## src/rtl/pipelined_mips_cpu.sv

```systemverilog
// Five-stage MIPS-subset core (IF/ID/EX/MEM/WB) with a write-through 32x32 register file.
// Branches and jumps resolve in ID, giving exactly one delay slot; there is no forwarding and no interlock.
module pipelined_mips_cpu (
  input  logic        clock,
  input  logic        start,
  input  logic [31:0] i_datain,
  input  logic [31:0] d_datain,
  output logic [31:0] d_dataout
);
  typedef enum logic [2:0] {ALU_ADD, ALU_SUB, ALU_AND, ALU_OR, ALU_SLT} alu_op_e;

  logic [31:0] pc, instr, reg_A, reg_B, reg_C, reg_C1;
  logic [31:0] gr [0:31];

  alu_op_e     r_ex_alu;
  logic        r_ex_use_imm, r_ex_wr, r_ex_ld;
  logic [31:0] r_ex_imm;
  logic [4:0]  r_ex_dest, r_mem_dest, r_wb_dest;
  logic        r_mem_wr, r_mem_ld, r_wb_wr;

  logic [5:0]  w_op, w_funct;
  logic [4:0]  w_rs, w_rt, w_rd, w_dest;
  logic [31:0] w_imm, w_pc_plus4, w_rs_val, w_rt_val, w_target, w_opb, w_alu_res;
  logic        w_use_imm, w_wr, w_ld, w_redirect;
  alu_op_e     w_alu;
  logic        w_unused;

  assign w_op       = instr[31:26];
  assign w_rs       = instr[25:21];
  assign w_rt       = instr[20:16];
  assign w_rd       = instr[15:11];
  assign w_funct    = instr[5:0];
  assign w_imm      = {{16{instr[15]}}, instr[15:0]};
  assign w_unused   = ^instr[10:6];
  // instr was fetched from pc-4, so pc already equals the branch address plus 4
  assign w_pc_plus4 = pc;

  assign w_rs_val = (w_rs == 5'd0) ? '0 :
                    (r_wb_wr && r_wb_dest == w_rs) ? reg_C1 : gr[w_rs];
  assign w_rt_val = (w_rt == 5'd0) ? '0 :
                    (r_wb_wr && r_wb_dest == w_rt) ? reg_C1 : gr[w_rt];

  always_comb begin
    w_alu      = ALU_ADD;
    w_use_imm  = 1'b0;
    w_wr       = 1'b0;
    w_ld       = 1'b0;
    w_dest     = w_rd;
    w_redirect = 1'b0;
    w_target   = w_pc_plus4 + {w_imm[29:0], 2'b00};
    case (w_op)
      6'b000000: begin
        w_wr = 1'b1;
        case (w_funct)
          6'b100000: w_alu = ALU_ADD;
          6'b100010: w_alu = ALU_SUB;
          6'b100100: w_alu = ALU_AND;
          6'b100101: w_alu = ALU_OR;
          6'b101010: w_alu = ALU_SLT;
          default:   w_wr  = 1'b0;
        endcase
      end
      6'b100011: begin
        w_use_imm = 1'b1;
        w_wr      = 1'b1;
        w_ld      = 1'b1;
        w_dest    = w_rt;
      end
      6'b101011: w_use_imm  = 1'b1;
      6'b000100: w_redirect = (w_rs_val == w_rt_val);
      6'b000101: w_redirect = (w_rs_val != w_rt_val);
      6'b000010: begin
        w_redirect = 1'b1;
        w_target   = {w_pc_plus4[31:28], instr[25:0], 2'b00};
      end
      default: ;
    endcase
  end

  assign w_opb = r_ex_use_imm ? r_ex_imm : reg_B;

  always_comb begin
    w_alu_res = reg_A + w_opb;
    case (r_ex_alu)
      ALU_ADD: w_alu_res = reg_A + w_opb;
      ALU_SUB: w_alu_res = reg_A - w_opb;
      ALU_AND: w_alu_res = reg_A & w_opb;
      ALU_OR:  w_alu_res = reg_A | w_opb;
      ALU_SLT: w_alu_res = {31'd0, $signed(reg_A) < $signed(w_opb)};
      default: w_alu_res = reg_A + w_opb;
    endcase
  end

  always_ff @(posedge clock or negedge start) begin
    if (!start) begin
      pc           <= '0;
      instr        <= '0;
      reg_A        <= '0;
      reg_B        <= '0;
      reg_C        <= '0;
      reg_C1       <= '0;
      d_dataout    <= '0;
      r_ex_alu     <= ALU_ADD;
      r_ex_use_imm <= 1'b0;
      r_ex_imm     <= '0;
      r_ex_dest    <= '0;
      r_ex_wr      <= 1'b0;
      r_ex_ld      <= 1'b0;
      r_mem_dest   <= '0;
      r_mem_wr     <= 1'b0;
      r_mem_ld     <= 1'b0;
      r_wb_dest    <= '0;
      r_wb_wr      <= 1'b0;
      for (int unsigned i = 0; i < 32; i++) gr[i[4:0]] <= '0;
    end else begin
      instr        <= i_datain;
      pc           <= w_redirect ? w_target : pc + 32'd4;
      reg_A        <= w_rs_val;
      reg_B        <= w_rt_val;
      r_ex_alu     <= w_alu;
      r_ex_use_imm <= w_use_imm;
      r_ex_imm     <= w_imm;
      r_ex_dest    <= w_dest;
      r_ex_wr      <= w_wr;
      r_ex_ld      <= w_ld;
      reg_C        <= w_alu_res;
      d_dataout    <= reg_B;
      r_mem_dest   <= r_ex_dest;
      r_mem_wr     <= r_ex_wr;
      r_mem_ld     <= r_ex_ld;
      reg_C1       <= r_mem_ld ? d_datain : reg_C;
      r_wb_dest    <= r_mem_dest;
      r_wb_wr      <= r_mem_wr;
      if (r_wb_wr && r_wb_dest != 5'd0) gr[r_wb_dest] <= reg_C1;
    end
  end
endmodule

```

## config.mk

```make
export PLATFORM = sky130hd
export DESIGN_NAME = pipelined_mips_cpu
export DESIGN_NICKNAME = d
export VERILOG_FILES = /design/src/rtl/pipelined_mips_cpu.sv
export SDC_FILE = /design/constraint.sdc
export NUM_CORES = 2
export LEC_CHECK = 0
export CAP_MARGIN = 20
export CORE_UTILIZATION = 55
export DETAILED_ROUTE_END_ITERATION = 16
export PLACE_DENSITY = 0.84
export SKIP_CTS_REPAIR_TIMING = 1
export SLEW_MARGIN = 20
export SYNTH_ARGS = -nofsm -noshare
export SYNTH_HDL_FRONTEND = slang
export SYNTH_SLANG_ARGS = --single-unit
```

## constraint.sdc

```tcl
create_clock -name clock -period 4.2 [get_ports clock]
set_clock_uncertainty 0.05 [all_clocks]
set_input_delay 0.84 -clock clock [delete_from_list [all_inputs] [get_ports clock]]
set_output_delay 0.84 -clock clock [all_outputs]
set_load 0.1 [all_outputs]
```

==> impl_metrics.toml <==
[run_status]
status = "finished clean"

[drt]
drc = 0
drt_iter0_markers = 4334
vias = 41400
wire_per_inst_um = 30.7
postRouteAntennaNets = 0
wl_um = 187000
first_pass_iters = 7
viasPerCell = 6.80

[clocking]
cts_tree = "yes"
path_clk_slew_ps = 60
root_buffer = "clkbuf_16"
clockBufferDepth = 3
h-tree-depth = 4
clock_sinks = 1256
cts_buffers = 130
clkLatencyLatePin_ps = 760

[global_routing]
grt_pass1_wl_um = 283000
grt_usage_pct = 31.4
grt_pass1_vias = 43700
grt_max_degree = 129
grt_overflow_total = 0
antenna_found_initial = 6

[pwr]
power_leakage_nw = 33.9
peakVddDrop_uv = 429
p_seq_share_pct = 48.9
switching_share_pct = 23.6
pwr-share-comb_pct = 5.4
power.internal_w = 0.0194
power.density_nw_per_um2 = 344
p_sw_w = 0.00599
p_clk_share_pct = 45.6

[die]
ios = 98
die-area_um2 = 122000
start_util_pct = 55.4
chipHeight_um = 349
die_w_um = 349
coreArea_um2 = 120000
rows = 127

[timing]
slew_viol_final = 0
fmax_ghz = 0.248
slew_headroom_pct = 22.9
finalHoldViolations = 0
worst_slew_pin_slew_ps = 1160
fin_crit_sh_pct = 95.8
setup_viol = 0
min_period_ps = 4030
rsz0062_at_grt = "false"
fin_setup_tns_ps = 0

[setup_path]
critical_path.max_stage_delay_ps = 430
r2r-end = "reg_C[25]"
critPathArrivalTime_ps = 4610
critPathKind = "reg -> reg"
reg2reg_depth = 12
critPathCaptureType = "register"
reg2reg_slack_ps = 170
cp_slowest_cell = "o221ai_1"
crit_family = "compound AO/OA/AOI/OAI gates"
path_max_fanout = 16
crit_chain = "buf_6 > mux2i_1 > ha_1 > a2111oi_0 > o21ai_0 > a32o_1 > and3_1 > o31a_1 > o221ai_1 > o31ai_1 > xnor2_1 > a221o_1"
timing.rr.start = "r_ex_use_imm"
startpoint_type = "register"
cp_num_buf_inv = 1
critical_path_required_ps = 4780

[place]
dp_hpwl_um = 116000
place.port_buffers = 97
gp_congestion = 0.911
dpl_cell_area_um2 = 69500

[logic_synthesis]
synth_top_area_share_pct = 47.4
yosysUniqueCellTypes = 68
synthCells = 4463
ys.flop_type = "dfrtp_1"
yosys_register_bits = 1256
ys_warn_count = 0
post-synth-top-area-cell = "dfrtp_1"
syn-cell-area_um2 = 66400
async_flop_share_pct = 100
synth_common_cells = "1256 x dfrtp_1, 1024 x mux2_2, 618 x mux4_2"
yosysSeqAreaShare_pct = 47.4
synthTopCellsByArea = "dfrtp_1 47%, mux4_2 21%, mux2_2 17%, ha_1 2.3%, mux2i_1 1.9%"
synth_nets = 4654
avgSynthCellArea_um2 = 14.9
yosysMostFrequentCell = "dfrtp_1"
synth_edf_count = 0

[layout]
fillers = 8386
n_antenna_cell = 0
nNetsFinal = 4580
drive_gt1_share_pct = 45.8
stdcell_area_um2 = 73700
area_growth_pct = 11.0

[run]
drv_cap = 0

[min_path]
hold_class = "in -> async"
## registers in the layout (all words and copies together) (netlist names), 3 cells and up
register and count:
d_dataout 32, gr 1024, instr 32, r_ex_alu 3, r_ex_dest 5, r_ex_imm 16, r_mem_dest 5, r_wb_dest 5
reg_A 32, reg_B 32, reg_C 32, reg_C1 32
## through the flow
stage	hold WS, ps	util, %	worst slack (ps)	std cells	power [W]
floorplan	281	-	61.4	4463	0.0133
global placement	282	58.0	134	5869	0.0140
detailed placement	285	58.0	106	5869	0.0140
CTS	63.6	61.5	112	6093	0.0254
global route	95.8	61.5	0.00400	6093	0.0260
finish	35.3	61.5	174	6093	0.0253
## power groups by stage
stage / combinational, W / clock [W] / sequential [W]
after floorplan: 0.000864 / 0 / 0.0124
after global placement: 0.00137 / 0 / 0.0126
after detailed placement: 0.00138 / 0 / 0.0126
after CTS: 0.00139 / 0.0116 / 0.0124
after global routing: 0.00148 / 0.0121 / 0.0124
final: 0.00138 / 0.0116 / 0.0124
## worst max path at each step
stage                      start   endpoint  slack [ps]  depth (start not counted)
floorplan           r_ex_use_imm  reg_C[28]          60                         17
global placement    r_ex_use_imm  reg_C[25]         130                         15
detailed placement  r_ex_use_imm  reg_C[25]         110                         14
CTS                 r_ex_use_imm  reg_C[25]         110                         14
global route        r_ex_use_imm  reg_C[28]       0.004                         15
finish              r_ex_use_imm  reg_C[25]         170                         12
## placed cells by master, fill, tap and decap left out, types with 8 or more instances in the layout
cell type,count
dfrtp_1,1231
mux2_2,1024
mux4_2,618
nor2_1,141
clkbuf_16,134
mux2i_1,127
ha_1,123
inv_1,103
a21oi_1,96
clkdlybuf4s50_1,96
a211oi_1,88
buf_4,86
nand2_1,72
o21ai_0,62
buf_12,45
xnor2_1,44
clkbuf_1,30
clkbuf_8,22
xor2_1,19
nor2_4,18
clkinv_2,17
nor2b_1,16
nand2_2,16
dfrtp_2,16
nor3_1,15
a21o_1,12
o21bai_1,12
nand2b_1,11
nand3_1,11
o211ai_1,11
nor4_1,10
o221ai_1,9
dfrtp_4,9
o22ai_1,8
## per-layer routing
metal	up-vias	global-route usage [%]	share of wire, %
met3	573	8.88	11
met4	6	14.9	5.3
met2	2251	48.7	47
met1	21800	41.1	37
li1	16800	-	-
met5	-	0	0.022
## layout make-up
class / instances / area (um^2) / area share (%)
multi-input cells: 2668 / 33100 / 44.9
flip-flops and latches: 1256 / 31500 / 42.7
clock buffers: 186 / 3770 / 5.11
repair buffers: 229 / 2550 / 3.45
well taps: 1612 / 2020 / 2.74
clock inverters: 38 / 428 / 0.581
inverters: 104 / 390 / 0.530
## cells by family (layout without fill, tap and decap cells)
kind of cell | Yosys count | after routing | share of synthesized area [%]
muxes | 1769 | 1769 | 40.3
adders and majority gates | 125 | 125 | 2.38
xor gates and xnor gates | 64 | 64 | 0.845
AOI/OAI and AO/OA | 357 | 357 | 3.60
DFF | 1256 | 1256 | 47.4
and+or+nand+nor | 353 | 353 | 2.41
buffers and inverters | 539 | 557 | 3.15
Power figures use the tool's default switching activity.
